### config.mk
export PLATFORM = sky130hd
export DESIGN_NAME = score_ctrl
export DESIGN_NICKNAME = d
export VERILOG_FILES = /design/src/rtl/score_ctrl.sv
export SDC_FILE = /design/constraint.sdc
export NUM_CORES = 1
export LEC_CHECK = 0
export ABC_CLOCK_PERIOD_IN_PS = 10900
export BUFFER_PORTS_ARGS = -buffer_cell sky130_fd_sc_hd__buf_2
export CORE_UTILIZATION = 28
export CTS_BUF_LIST = sky130_fd_sc_hd__clkbuf_16
export CTS_CLUSTER_SIZE = 25
export DETAILED_ROUTE_END_ITERATION = 12
export HOLD_SLACK_MARGIN = 0.08
export PLACE_DENSITY_LB_ADDON = 0.12
export SKIP_LAST_GASP = 1
export SYNTH_ARGS = -nofsm -noshare
export SYNTH_HDL_FRONTEND = slang
export SYNTH_SLANG_ARGS = --single-unit
export TNS_END_PERCENT = 100
### constraint.sdc
create_clock -name frame_Clk -period 10.9 [get_ports frame_Clk]
set_input_delay 0.545 -clock frame_Clk [delete_from_list [all_inputs] [get_ports frame_Clk]]
set_output_delay 0.545 -clock frame_Clk [all_outputs]
set_load 0.02 [all_outputs]
### src/rtl/score_ctrl.sv
// score_ctrl: sequencing controller for the on-screen score datapath.
// It advances the score on frame ticks, credits gift bonuses, runs the
// milestone blink and blanks the digits.
// Optional feature: define SCORE_HISCORE_EN to track the session high score.
module score_ctrl #(
  parameter int unsigned TICK_DIV   = 10,
  parameter int unsigned SCORE_MAX  = 99999,
  parameter int unsigned GIFT_BONUS = 100,
  parameter int unsigned MILESTONE  = 100,
  parameter int unsigned BLINK_LEN  = 200,
  parameter int unsigned BLINK_HALF = 25
) (
  input  logic        frame_Clk,
  input  logic        Reset,
  input  logic [1:0]  Game_State,
  input  logic        Dead,
  input  logic        gift_req,
  output logic        gift_ack,
  output logic [16:0] score,
  output logic        blink,
  output logic        hide,
  output logic [16:0] hiscore,
  output logic        run
);

  localparam int unsigned BLINK_W   = (BLINK_LEN > 1) ? $clog2(BLINK_LEN) : 1;
  localparam int unsigned BLINK_PER = 2 * BLINK_HALF;

  localparam logic [1:0] GS_TITLE = 2'b00;
  localparam logic [1:0] GS_PLAY  = 2'b01;
  localparam logic [1:0] GS_OVER  = 2'b10;
  localparam logic [1:0] GS_PAUSE = 2'b11;

  typedef enum logic [1:0] {
    IDLE  = 2'd0,
    RUN   = 2'd1,
    PAUSE = 2'd2,
    HALT  = 2'd3
  } state_t;

  state_t               state, state_nxt;
  logic [7:0]           tick_cnt, tick_cnt_nxt;
  logic [16:0]          score_nxt;
  logic                 pending, pending_nxt;
  logic                 armed, armed_nxt;
  logic                 gift_ack_nxt;
  logic                 blink_nxt;
  logic [BLINK_W-1:0]   blink_cnt, blink_cnt_nxt;
  logic                 run_nxt;
  logic [17:0]          sum, sum_wrap;
  logic                 wrapped, milestone, stay_run, tick, accept;

  // State register
  always_ff @(posedge frame_Clk or posedge Reset) begin
    if (Reset) state <= IDLE;
    else       state <= state_nxt;
  end

  // Next-state decode; Dead outranks every Game_State request
  always_comb begin
    state_nxt = state;
    case (state)
      IDLE:  if (Game_State == GS_PLAY && !Dead) state_nxt = RUN;
      RUN: begin
        if (Dead || Game_State == GS_OVER) state_nxt = HALT;
        else if (Game_State == GS_PAUSE)   state_nxt = PAUSE;
        else if (Game_State == GS_TITLE)   state_nxt = IDLE;
      end
      PAUSE: begin
        if (Dead || Game_State == GS_OVER) state_nxt = HALT;
        else if (Game_State == GS_PLAY)    state_nxt = RUN;
        else if (Game_State == GS_TITLE)   state_nxt = IDLE;
      end
      HALT:  if (Game_State == GS_TITLE) state_nxt = IDLE;
      default: state_nxt = IDLE;
    endcase
  end

  // Score arithmetic: tick sum with wrap and milestone detection
  always_comb begin
    stay_run  = (state == RUN) && (state_nxt == RUN);
    tick      = stay_run && (tick_cnt == 8'(TICK_DIV));
    accept    = stay_run && gift_req && !pending && armed;
    sum       = 18'(score) + 18'd1 + (pending ? 18'(GIFT_BONUS) : 18'd0);
    wrapped   = sum > 18'(SCORE_MAX);
    sum_wrap  = wrapped ? (sum - 18'(SCORE_MAX + 1)) : sum;
    milestone = wrapped ||
                ((sum_wrap != 18'd0) &&
                 ((32'(sum_wrap) / MILESTONE) != (32'(score) / MILESTONE)));
  end

  // Datapath next values: tick, gift handshake, blink timer
  always_comb begin
    tick_cnt_nxt  = tick_cnt;
    score_nxt     = score;
    pending_nxt   = pending;
    armed_nxt     = armed;
    gift_ack_nxt  = 1'b0;
    blink_nxt     = blink;
    blink_cnt_nxt = blink_cnt;
    run_nxt       = (state_nxt == RUN);

    if (!gift_req) armed_nxt = 1'b1;
    if (accept)    armed_nxt = 1'b0;

    if (blink) begin
      if (blink_cnt == BLINK_W'(BLINK_LEN - 1)) begin
        blink_nxt     = 1'b0;
        blink_cnt_nxt = '0;
      end else begin
        blink_cnt_nxt = blink_cnt + BLINK_W'(1);
      end
    end

    if (state == IDLE && state_nxt == RUN) begin
      score_nxt     = '0;
      tick_cnt_nxt  = 8'd1;
      pending_nxt   = 1'b0;
      blink_nxt     = 1'b0;
      blink_cnt_nxt = '0;
    end

    if (stay_run) begin
      if (tick) begin
        tick_cnt_nxt = 8'd1;
        score_nxt    = 17'(sum_wrap);
        pending_nxt  = 1'b0;
        if (milestone) begin
          blink_nxt     = 1'b1;
          blink_cnt_nxt = '0;
        end
      end else begin
        tick_cnt_nxt = tick_cnt + 8'd1;
      end
    end

    // A gift accepted on a tick edge is credited on the following tick
    if (accept) begin
      pending_nxt  = 1'b1;
      gift_ack_nxt = 1'b1;
    end

    if (state_nxt == HALT && state != HALT) pending_nxt = 1'b0;
  end

  // Datapath registers
  always_ff @(posedge frame_Clk or posedge Reset) begin
    if (Reset) begin
      tick_cnt  <= 8'd1;
      score     <= '0;
      pending   <= 1'b0;
      armed     <= 1'b1;
      gift_ack  <= 1'b0;
      blink     <= 1'b0;
      blink_cnt <= '0;
      run       <= 1'b0;
    end else begin
      tick_cnt  <= tick_cnt_nxt;
      score     <= score_nxt;
      pending   <= pending_nxt;
      armed     <= armed_nxt;
      gift_ack  <= gift_ack_nxt;
      blink     <= blink_nxt;
      blink_cnt <= blink_cnt_nxt;
      run       <= run_nxt;
    end
  end

  // Digits blank during the off half of each blink period
  assign hide = blink & ((32'(blink_cnt) % BLINK_PER) >= 32'(BLINK_HALF));

`ifdef SCORE_HISCORE_EN
  // Session best: score is frozen in HALT, so the edge after entry captures it
  always_ff @(posedge frame_Clk or posedge Reset) begin
    if (Reset)                              hiscore <= '0;
    else if (state == HALT && score > hiscore) hiscore <= score;
  end
`else
  assign hiscore = '0;
`endif

endmodule

* Word-level counts from Yosys, hierarchy flattened
Cells that the tools add are included. Widths: inputs -> output; s select.
Word-level totals: register bits after elaboration 40, latch bits 0, bits in writable memories 0, memory bits (read-only) 0, bits of input ports 6, output and inout port bits 38, logic and storage cells 85, memories kept 0
Cells by class: add/subtract/negate cells 5, multiply operators 0, div/mod/pow operators 3, magnitude comparators 2, equal/unequal tests 13, shift-type cells 0, multiplexer cells 35, bitwise logic cells 1, reduce and logical (&&, ||, !) cells 17
Operators by type and width (count):
- $mux 8 | 9
- $mux 17 | 3
- $div 17x7->32 const B | 1
- $div 18x7->32 const B | 1
- $ge 32x5->1 const B | 1
- $mod 8x6->32 const B | 1
- $ne 32x32->1 | 1
- $add 17x1->18 const B | 1
- $add 18x7->18 | 1
- $gt 18x17->1 const B | 1
- $mux 18 | 1
- $reduce_bool 18->1 | 1
- $sub 18x17->18 const B | 1
- $add 8x1->8 const B | 2
- $mux 1 | 14
- $mux 2 | 6
- $eq 2x2->1 const B | 5
- $logic_and 1x1->1 | 9
- $eq 8x4->1 const B | 1
- $eq 8x8->1 const B | 1
- $pmux 2 s4 | 1
- $mux 7 | 1
- $eq 2x1->1 const B | 3
- $logic_not 2->1 | 2
- 6 further kinds | 8

* Depth between registers and ports, before layout
Gate-level depths: netlist (run 1).
word-level depth 12, mapped depth 40, mapped depth without buffers 34

* Worst setup path before layout (run 1)
OpenSTA, ideal clock, no wires.
path kind flip-flop to flip-flop, start point reg score[2], end point reg blink_cnt[0], library setup time 0.153 ns, arrival time 8.752 ns, required time 10.747 ns, slack 1.995 ns, cell stages (with the launch flop) 38, path buffers 4, clock period less this slack 8.905 ns, path through dfrtp_1 ha_1 a31oi_4 or3_1 and2_1 clkbuf_1 ha_1 nor3_1 o311a_1 nand2_1 a311o_1 and2_4 o32a_4 and2_1 buf_6 a22o_4 a311oi_4 o21bai_2 [2 not listed] o31ai_1 a311oi_2 a211oi_2 o21a_2 o21a_1 or2_1 buf_2 o31a_1 buf_6 xnor2_4 o21bai_2 a31oi_1 or4_1 a21boi_1 nor3_2 xor2_1 a221oi_4 nor3_1
Between the ends: word-level cells in the longest chain between the ends 11, elaborated cells on any way between the ends 14, those cells by class add/sub (3); div (2); order compare (1); eq/ne (1); mux (4); reduce/logical (3)
RTL lines:
- start, declared | line 19 | output logic [16:0] score,
- start signal, assigned | line 159 | score <= score_nxt;
- $add 17x1->18 | line 84 | sum = 18'(score) + 18'd1 + (pending ? 18'(GIFT_BONUS) : 18'd0);
- $add 18x7->18 | line 84
- $sub 18x17->18 / $gt 18x17->1 (equally long branches) | line 86, 85
- $mux 18 | line 86 | sum_wrap = wrapped ? (sum - 18'(SCORE_MAX + 1)) : sum;
- $div 18x7->32 | line 89 | ((32'(sum_wrap) / MILESTONE) != (32'(score) / MILESTONE)));
- $ne 32x32->1 | line 89
- $logic_and 1x1->1 | line 88 | ((sum_wrap != 18'd0) &&
- $logic_or 1x1->1 * | line 87 | milestone = wrapped ||
- $mux 8 * | line 128 | if (milestone) begin
- $mux 8 * | line 124 | if (tick) begin
- $mux 8 * | line 123 | if (stay_run) begin
- net blink_cnt_nxt[0] | line 48 | logic [BLINK_W-1:0] blink_cnt, blink_cnt_nxt;
- end signal, assigned | line 164 | blink_cnt <= blink_cnt_nxt;
- end, declared | line 48
The timed path passes the listed nets; every way through them passes the cells marked *. A chain may end at the register's enable or synchronous reset.

* Worst setup path after layout (run 1)
start point reg score[6], end point reg blink_cnt[7]
Same word-level chain as after synthesis.

==> key figures, run 1 <==
Timing
  – Slew @ Worst Pin: 0.929 ns
  – Slew Limit Fails: 0
  – Setup violators final: 0
  – Clock skew: 0.00989 ns
  – Final worst slack: 0.808 ns
  – Hold slack: 0.373 ns
  – Max Freq: 99.1 MHz
  – Final Hold Fails: 0
  – Setup_tns: 0 ns
  – Max_slew headroom: 0.376
  – Final min period: 10.09 ns
  – RSZ-0062 raised after global routing: false
  – Final period utilization: 0.926

Clock tree
  – Clock latency on the worst-skew pair: 0.30 ns
  – CTS tree: built
  – Clock-pin slew on the worst setup and hold paths: 0.07 ns
  – CTS H-Tree Depth: 2
  – Clock buffer depth: 2
  – CTS root buf: clkbuf_16
  – Clock sink count: 40
  – CTS Buf Count: 5

GRT
  – Vias in the first global route: 7870
  – Global route overflow: 0
  – Met3 usage: 0.0167
  – Met1 Use GR: 0.253
  – Initial antenna violation count: 0
  – Overall routing resource usage: 0.181
  – First-pass GRT wire length: 42700 µm
  – Top Usage Layer GRT: met2
  – Largest net degree at the start of global routing: 41
  – Met2 GRT Util: 0.299

Setup path
  – Crit-path leading delay family: compound AO/OA/AOI/OAI gates
  – Worst Setup End Kind: flop
  – Worst Path Max Fanout: 15
  – Slowest CP cell: dfrtp_1
  – Critical path's largest stage delay: 0.55 ns
  – Crit start category: flop
  – Worst endpoint required time: 11.07 ns
  – WS Path Type: reg -> reg
  – Buf+Inv Stages, Crit Path: 2
  – Critical Path AT: 10.26 ns

Run status
  – Run status: complete, no violations

Logic synthesis
  – Main synth FF type: dfrtp_1
  – Cell count after synthesis: 1118
  – Post-synthesis sequential area ratio: 0.127
  – Most common cell in the netlist: nand2_1
  – Async S/R FF share, synth: 1.00
  – Synth top area cells: dfrtp_1, nand2_1, o21ai_0, xnor2_1, a21oi_1
  – Avg Cell Area, Syn: 7.08 µm²
  – EDFF count, synth: 0
  – #FFs+latches synth: 40
  – Share of Yosys cell area claimed by the top area cell type: 0.120
  – Cell variety after synth: 114
  – Post-synth top area cell: dfrtp_1
  – Yosys warning count: 0
  – Synthesized area: 7920 µm²
  – Commonest cells in the netlist: nand2_1, nor2_1, o21ai_0

Final layout
  – Fin util: 0.313
  – Fin cells: 1503
  – Area growth, synth to finish: 9.78%
  – Diode count: 0
  – # fillers: 3082
  – Nets: 1146
  – Share of cells above drive strength 1: 0.133

Route
  – # DRC: 0
  – First DRT Iteration DRCs: 552
  – Routed WL per cell: 17.3 µm
  – Post-DR vias/cell: 5.68
  – Pre-antenna DRT Iters: 5
  – Routed WL: 26100 µm
  – Vias: 8535
  – Antenna viol nets, final: 0

Run
  – Number of max-cap violations: 0

Power
  – Max IR drop VDD: 0.0581 mV
  – Switch Pwr: 0.000299 W
  – Int Power: 0.000402 W
  – Power per cell area: 80.6 nW/µm²
  – Switch share: 0.427
  – Static leakage: 3.24 nW
  – Comb power frac: 0.433
  – Seq pwr share: 0.313
  – Clock share of power: 0.254

Place
  – Port bufs: 26
  – HPWL Detailed: 19900 µm
  – Setup WS pre-CTS: 0.250 ns
  – Gpl congestion: 0.845
  – Post-Place Cells: 1489

Floorplanning
  – Starting density of the core: 0.285
  – Site row count: 61
  – Die width: 170 µm
  – Ports: 44
  – Die area: 29000 µm²
  – Core Region: 27800 µm²
  – Die Y-Extent: 170 µm

Min path
  – Hold crit path type: in -> async
[cells by family (layout without fill, tap and decap cells)]
kind of cell,count (synthesis),count (layout),share of synthesized area
buffers and inverters,114,105,0.0678
other,1,17,0.000474
and+or+nand+nor,438,438,0.277
xor gates and xnor gates,65,65,0.0781
adders and majority gates,20,20,0.0303
DFF,40,40,0.127
AOI/OAI and AO/OA,424,424,0.398
muxes,16,16,0.0218
[cells in the final DEF (no fill, tap or decap), types with 15 or more instances in the layout]
master,count
nand3_1,60
ha_1,16
o211ai_1,18
xor2_1,16
or3_1,15
buf_2,26
dfrtp_1,38
conb_1,17
o21ai_0,86
a31oi_1,26
nand4_1,17
a21oi_1,66
xnor2_1,42
a21o_1,15
a211oi_1,18
inv_1,35
nor3_1,41
and2_1,20
nor2_1,87
buf_4,32
nand2_1,117
[per-layer routing]
layer / share of wire / wire length (µm) / vias up
met1: 0.49 / 12700 / 4094
li1: - / - / 4247
met2: 0.47 / 12100 / 178
met3: 0.036 / 926 / 16
met5: 0 / 0 / -
met4: 0.0096 / 249 / 0
[worst register-to-register path: cells and delay by family (launching register included)]
| kind | cells | cell delay, ns |
|---|---|---|
| AO/OA/AOI/OAI | 18 | 4.49 |
| AND/OR/NAND/NOR | 9 | 2.92 |
| XOR/XNOR | 3 | 0.69 |
| flip-flops | 1 | 0.55 |
| adder cells (fa/ha/maj) | 1 | 0.51 |
| multiplexers | 1 | 0.41 |
| buffers and inverters | 2 | 0.39 |
[stage by stage]
step / cell area, µm² / power (W)
2_1_floorplan: 7980 / 0.000464
3_3_place_gp: 8390 / 0.000523
3_5_place_dp: 8390 / 0.000524
4_1_cts: 8560 / 0.000707
5_1_grt: 8690 / 0.000769
6_report: 8690 / 0.000701
[sequential cells by signal, indices dropped and copies added, names as in the netlist]
signal and count:
score 17, blink_cnt 8, tick_cnt 8, state 2
armed 1, blink 1, gift_ack 1, pending 1
run 1
[worst paths after layout]
kind,start,endpoint,slack (ns),cells after the start
min reg2reg,armed,armed,0.48,2
max,score[6],blink_cnt[7],0.81,34
min,Reset,blink_cnt[1],0.37,3
max reg2reg,score[6],blink_cnt[7],0.81,34
max in group asynchronous,Reset,tick_cnt[0],10.14,3
min in group frame_Clk,gift_req,armed,0.39,2
[layout make-up]
class	count	area, µm²	area share
clock inverters	3	47.5	0.00547
multi-input cells	980	6510	0.749
repair buffers	59	390	0.0449
clock buffers	5	125	0.0144
well taps	378	473	0.0544
flip-flops and latches	40	1000	0.115
inverters	38	143	0.0164
[power groups by stage]
stage | clock [W] | sequential, W | combinational, W
2_1_floorplan | 0 | 0.000187 | 0.000278
3_3_place_gp | 0 | 0.000221 | 0.000303
3_5_place_dp | 0 | 0.000221 | 0.000303
4_1_cts | 0.000184 | 0.000218 | 0.000305
5_1_grt | 0.000188 | 0.000227 | 0.000355
6_report | 0.000178 | 0.000219 | 0.000303
[what timing repair did]
item	4_1_cts	5_1_grt
resized for setup	0	14
buffers inserted	0	6
hold buffers	0	0
endpoints found under the setup margin	0	9
No activity file was read; power rests on OpenSTA's default activity.
==> inputs of run 2 (changes only) <==
ABC_CLOCK_PERIOD_IN_PS = 11510   (was 10900)
clock period = 11.51 ns   (was 10.9 ns; I/O delays follow)
==> key figures, run 2 (synthesized netlist as in run 1, its figures left out) <==
Setup path
  – Worst Path Max Fanout: 15 (unchanged)
  – R2R depth: 33 (was 34)
  – Slowest CP cell: o31ai_1 (was dfrtp_1)
  – Critical path's largest stage delay: 0.57 ns (was 0.55 ns)
  – Crit start category: flop (unchanged)
  – Critical Path AT: 10.75 ns (was 10.26 ns)
  – WS Path Type: reg -> reg (unchanged)
  – Worst endpoint required time: 11.68 ns (was 11.07 ns)
  – Worst Setup End Kind: flop (unchanged)
  – Cell repeated most along the worst path: nor3_2

GRT
  – Vias in the first global route: 7813 (was 7870)
  – Global route overflow: 0 (unchanged)
  – Overall routing resource usage: 0.176 (was 0.181)
  – Largest net degree at the start of global routing: 41 (unchanged)
  – First-pass GRT wire length: 41600 µm (was 42700 µm)
  – Initial antenna violation count: 0 (unchanged)

Power
  – Power per cell area: 77.1 nW/µm² (was 80.6 nW/µm²)
  – Static leakage: 3.14 nW (was 3.24 nW)
  – Max IR drop VDD: 0.0520 mV (was 0.0581 mV)

Final layout
  – Share of cells above drive strength 1: 0.115 (was 0.133)
  – Largest regs: score: 17 flops, blink_cnt: 8 flops, tick_cnt: 8 flops (unchanged)
  – Area growth, synth to finish: 7.60% (was 9.78%)
  – Commonest non-fill, non-tap cell in the layout: nand2_1 (unchanged)
  – Diode count: 0 (unchanged)
  – Largest register FFs: 17 (unchanged)
  – Nets: 1132 (was 1146)
  – Fin util: 0.307 (was 0.313)
  – Biggest register: score (unchanged)
  – Most frequent cells in the layout: nand2_1, nor2_1, o21ai_0 (unchanged)

Timing
  – RSZ-0062 raised after global routing: false (unchanged)
  – Final min period: 10.59 ns (was 10.09 ns)
  – Final Hold Fails: 0 (unchanged)
  – Clock skew: 0.00879 ns (was 0.00989 ns)
  – Final period utilization: 0.920 (was 0.926)
  – Slew Limit Fails: 0 (unchanged)
  – Slew @ Worst Pin: 0.996 ns (was 0.929 ns)
  – Max_slew headroom: 0.331 (was 0.376)
  – Setup_tns: 0 ns (unchanged)
  – Max Freq: 94.4 MHz (was 99.1 MHz)
  – Setup violators final: 0 (unchanged)

Floorplanning
  – Die width: 170 µm (unchanged)
  – Die Y-Extent: 170 µm (unchanged)
  – Site row count: 61 (unchanged)
  – Core Region: 27800 µm² (unchanged)
  – Die area: 29000 µm² (unchanged)
  – Starting density of the core: 0.285 (unchanged)
  – Ports: 44 (unchanged)

Clock tree
  – Clock latency on the worst-skew pair: 0.29 ns (was 0.30 ns)
  – Clock-pin slew on the worst setup and hold paths: 0.07 ns (about the same)
  – CTS root buf: clkbuf_16 (unchanged)
  – Clock buffer depth: 2 (unchanged)
  – CTS Buf Count: 5 (unchanged)
  – CTS H-Tree Depth: 2 (unchanged)
  – CTS resizes: 0 (unchanged)
  – CTS tree: built (unchanged)
  – Post-CTS setup buffers: 0 (unchanged)
  – CTS Hold Bufs: 0 (unchanged)
  – Clock sink count: 40 (unchanged)

Route
  – Antenna viol nets, final: 0 (unchanged)
  – Routed wl met2: 11700 µm (was 12100 µm)
  – DRT met1 WL: 12500 µm (was 12700 µm)
  – # DRC: 0 (unchanged)
  – Top sig layer: met4 (unchanged)
  – First DRT Iteration DRCs: 630 (was 552)
  – Routed WL: 25600 µm (was 26100 µm)
  – Routed WL per cell: 17.2 µm (was 17.3 µm)
  – Pre-antenna DRT Iters: 5 (unchanged)
  – Routed wl met3: 967 µm (was 926 µm)
  – Vias: 8518 (was 8535)
  – Post-DR vias/cell: 5.72 (was 5.68)

Place
  – HPWL Detailed: 19500 µm (was 19900 µm)
  – Port bufs: 26 (unchanged)
  – Gpl congestion: 0.846 (was 0.845)

Run
  – Number of max-cap violations: 0 (unchanged)

Run status
  – Run status: complete, no violations (unchanged)

Min path
  – Hold crit path type: in -> async (unchanged)
==> run 2: power breakdown <==
part | total (W) | switching (W) | internal (W)
Sequential | 0.000207 | 0.0000452 | 0.000161
Combinational | 0.000283 | 0.000168 | 0.000115
Clock | 0.000167 | 0.0000643 | 0.000103
==> run 2: layout make-up <==
cell class / instances / area [µm²]
Clock buffer: 5 / 125
Clock inverter: 3 / 46.3
Fill cell: 3103 / 19300
Inverter: 38 / 143
Multi-Input combinational cell: 980 / 6460
Sequential cell: 40 / 1000
Tap cell: 378 / 473
Timing Repair Buffer: 45 / 273
==> run 2: metrics by stage <==
step / total power [W] / setup WS (ns) / instance area (µm²) / hold slack (ns) / instances
6_report: 0.000657 / 0.922 / 8520 / 0.420 / 1489
5_1_grt: 0.000719 / 0.127 / 8520 / 0.439 / 1489
4_1_cts: 0.000663 / 0.591 / 8500 / 0.430 / 1489
3_5_place_dp: 0.000494 / 0.654 / 8330 / 0.476 / 1481
3_3_place_gp: 0.000494 / 0.671 / 8330 / 0.486 / 1481
2_1_floorplan: 0.000440 / 2.61 / 7980 / 0.457 / 1134
==> run 2: path summary, 6_finish.rpt <==
path	startpoint	end	slack (ns)
setup / recovery	score[6]	blink_cnt[6]	0.92
hold / removal	Reset	blink_cnt[1]	0.42
setup reg to reg	score[6]	blink_cnt[6]	0.92
hold reg to reg	armed	armed	0.49
max in group asynchronous	Reset	score[9]	10.69
min in group frame_Clk	gift_req	armed	0.43
==> run 2: worst max-delay path, delay by kind of cell (launching register included) <==
family	cells	cell delay, ns
and+or+nand+nor	9	2.15
xor gates and xnor gates	3	0.88
buffers and inverters	1	0.22
AOI/OAI and AO/OA	17	5.47
muxes	2	0.67
adders and majority gates	1	0.52
DFF	1	0.56
==> run 2: metal layers <==
metal  GRT usage  vias up
met4      0.0419        0
met5           0        -
met3     0.00791       26
met2       0.293      218
met1       0.248     4039
li1            -     4235
==> inputs of run 3 (changes only) <==
ABC_AREA = 1   (was unset)
CORE_UTILIZATION = 57   (was 28)
RECOVER_POWER = 100   (was unset)
==> key figures, run 3 <==
Clock tree
  – Clock sink count: 40 (unchanged)
  – CTS root buf: clkbuf_16 (unchanged)
  – Clock buffer depth: 2 (unchanged)
  – Clock latency on the worst-skew pair: 0.28 ns (was 0.29 ns)
  – CTS H-Tree Depth: 2 (unchanged)
  – CTS tree: built (unchanged)
  – CTS resizes: 0 (unchanged)
  – CTS Hold Bufs: 0 (unchanged)
  – CTS Buf Count: 5 (unchanged)
  – Clock-pin slew on the worst setup and hold paths: 0.06 ns (was 0.07 ns)
  – Post-CTS setup buffers: 0 (unchanged)

Route
  – Antenna viol nets, final: 0 (unchanged)
  – Pre-antenna DRT Iters: 5 (unchanged)
  – # DRC: 0 (unchanged)
  – First DRT Iteration DRCs: 348 (was 630)
  – Routed WL per cell: 11.9 µm (was 17.2 µm)
  – Routed WL: 15600 µm (was 25600 µm)
  – Post-DR vias/cell: 5.29 (was 5.72)
  – Vias: 6911 (was 8518)

Place
  – Port bufs: 26 (unchanged)
  – Setup WS pre-CTS: 4.25 ns (was 0.654 ns)
  – Gpl congestion: 0.915 (was 0.846)
  – Placed cell area: 6870 µm² (was 8330 µm²)
  – HPWL Detailed: 12800 µm (was 19500 µm)

Floorplanning
  – Die area: 12100 µm² (was 29000 µm²)
  – Die Y-Extent: 110 µm (was 170 µm)
  – Site row count: 39 (was 61)
  – Die width: 110 µm (was 170 µm)
  – Starting density of the core: 0.584 (was 0.285)
  – Core Region: 11400 µm² (was 27800 µm²)
  – Ports: 44 (unchanged)

Final layout
  – Post-route cell area: 6950 µm² (was 8520 µm²)
  – Biggest register: score (unchanged)
  – Area growth, synth to finish: 4.16% (was 7.60%)
  – Commonest non-fill, non-tap cell in the layout: nand2_1 (unchanged)
  – Fin util: 0.608 (was 0.307)
  – Nets: 1184 (was 1132)
  – Most frequent cells in the layout: nand2_1, inv_1, nand3_1 (was nand2_1, nor2_1, o21ai_0)
  – Share of cells above drive strength 1: 0.142 (was 0.115)
  – Largest register FFs: 17 (unchanged)
  – Largest regs: score: 17 flops, blink_cnt: 8 flops, tick_cnt: 8 flops (unchanged)
  – Diode count: 0 (unchanged)

Logic synthesis
  – Synth top area cells: nand2_1, dfrtp_1, inv_1, nand3_1, nand2_2 (was dfrtp_1, nand2_1, o21ai_0, xnor2_1, a21oi_1)
  – Most common cell in the netlist: nand2_1 (unchanged)
  – Commonest cells in the netlist: nand2_1, inv_1, nand3_1 (was nand2_1, nor2_1, o21ai_0)
  – Post-synthesis sequential area ratio: 0.150 (was 0.127)
  – #FFs+latches synth: 40 (unchanged)
  – EDFF count, synth: 0 (unchanged)
  – Synthesized area: 6670 µm² (was 7920 µm²)
  – Share of Yosys cell area claimed by the top area cell type: 0.187 (was 0.120)
  – Cell count after synthesis: 1138 (was 1118)
  – Avg Cell Area, Syn: 5.86 µm² (was 7.08 µm²)
  – Post-synth top area cell: nand2_1 (was dfrtp_1)
  – Async S/R FF share, synth: 1.00 (unchanged)
  – Main synth FF type: dfrtp_1 (unchanged)
  – Yosys warning count: 0 (unchanged)
  – Cell variety after synth: 52 (was 114)

Min path
  – Hold_sp: armed
  – Hold crit path type: reg -> reg (was in -> async)

Setup path
  – Crit start category: flop (unchanged)
  – Slowest CP cell: dfrtp_1 (was o31ai_1)
  – Cell repeated most along the worst path: nand2_1 (was nor3_2)
  – Critical path origin: pending (was score[6])
  – Worst Path Max Fanout: 13 (was 15)
  – Critical Path AT: 8.12 ns (was 10.75 ns)
  – Crit-path leading delay family: simple AND/OR/NAND/NOR gates (was compound AO/OA/AOI/OAI gates)
  – RR Startpoint: pending (was score[6])
  – WS Path Type: reg -> reg (unchanged)
  – Worst Setup End Kind: flop (unchanged)
  – Worst endpoint required time: 11.71 ns (was 11.68 ns)
  – Buf+Inv Stages, Crit Path: 3 (was 1)
  – Critical path's largest stage delay: 0.44 ns (was 0.57 ns)

GRT
  – First-pass GRT wire length: 26600 µm (was 41600 µm)
  – Overall routing resource usage: 0.269 (was 0.176)
  – Vias in the first global route: 6049 (was 7813)
  – Largest net degree at the start of global routing: 41 (unchanged)
  – Global route overflow: 0 (unchanged)
  – Initial antenna violation count: 0 (unchanged)

Timing
  – Max_slew headroom: -0.417 (was 0.331)
  – Setup_tns: 0 ns (unchanged)
  – Setup violators final: 0 (unchanged)
  – Final worst slack: 3.59 ns (was 0.922 ns)
  – Final period utilization: 0.688 (was 0.920)
  – Slew Limit Fails: 41 (was 0)
  – Final min period: 7.92 ns (was 10.59 ns)
  – Slew @ Worst Pin: 2.12 ns (was 0.996 ns)
  – Clock skew: 0.00607 ns (was 0.00879 ns)
  – RSZ-0062 raised after global routing: false (unchanged)
  – Final Hold Fails: 0 (unchanged)
  – Max Freq: 126 MHz (was 94.4 MHz)

Run status
  – Failing checks: capacitance limit, slew limit
  – Run status: finished, violations left (was complete, no violations)

Run
  – Number of max-cap violations: 1 (was 0)
==> run 3: path summary, 6_finish.rpt <==
| path | to | slack [ns] | cells after the start |
|---|---|---|---|
| min in group asynchronous | score[1] | 1.07 | 3 |
| max in group asynchronous | score[10] | 9.23 | 3 |
| setup reg to reg | blink_cnt[3] | 3.59 | 63 |
| hold / removal | gift_ack | 0.56 | 2 |
| hold reg to reg | gift_ack | 0.56 | 2 |
| setup / recovery | blink_cnt[3] | 3.59 | 63 |
==> run 3: worst register-to-register path: cells and delay by family (launching register included) <==
kind                       cells  cell delay (ns)
adders and majority gates      1             0.39
and+or+nand+nor               57             6.41
buffers and inverters          3             0.22
AOI/OAI and AO/OA              2             0.42
DFF                            1             0.44
==> run 3: through the flow <==
step / hold slack (ns) / instances
floorplan: 0.518 / 1154
global placement: 0.541 / 1299
detailed placement: 0.545 / 1299
CTS: 0.435 / 1307
global route: 0.597 / 1307
finish: 0.564 / 1307
==> run 3: area by class of cell <==
type,count,area [µm²]
multi-input combinational,906,4820
timing repair buffer,30,123
tap,143,179
clock inverter,3,21.3
inverter,180,676
clock buffer,5,125
sequential,40,1000
fill,1162,4470
==> run 3: metal layers <==
layer  global-route usage  up-vias  part of all wire
li1                     -     3695                 -
met1                0.373     3057              0.49
met2                0.453      139              0.46
met3               0.0212       20             0.035
met4               0.0686        0             0.017
met5                    0        -                 0
==> run 3: logic make-up after synthesis <==
kind of cell               after synthesis  share of synthesized area
and+or+nand+nor                        704                      0.521
other                                    1                   0.000562
xor gates and xnor gates                35                     0.0460
AOI/OAI and AO/OA                      135                      0.123
adders and majority gates               15                     0.0281
buffers and inverters                  208                      0.131
DFF                                     40                      0.150
Power of run 3 is left out: the tool's default activity adds up to more than one toggle a clock period on the data nets, which glitch-free logic cannot reach.
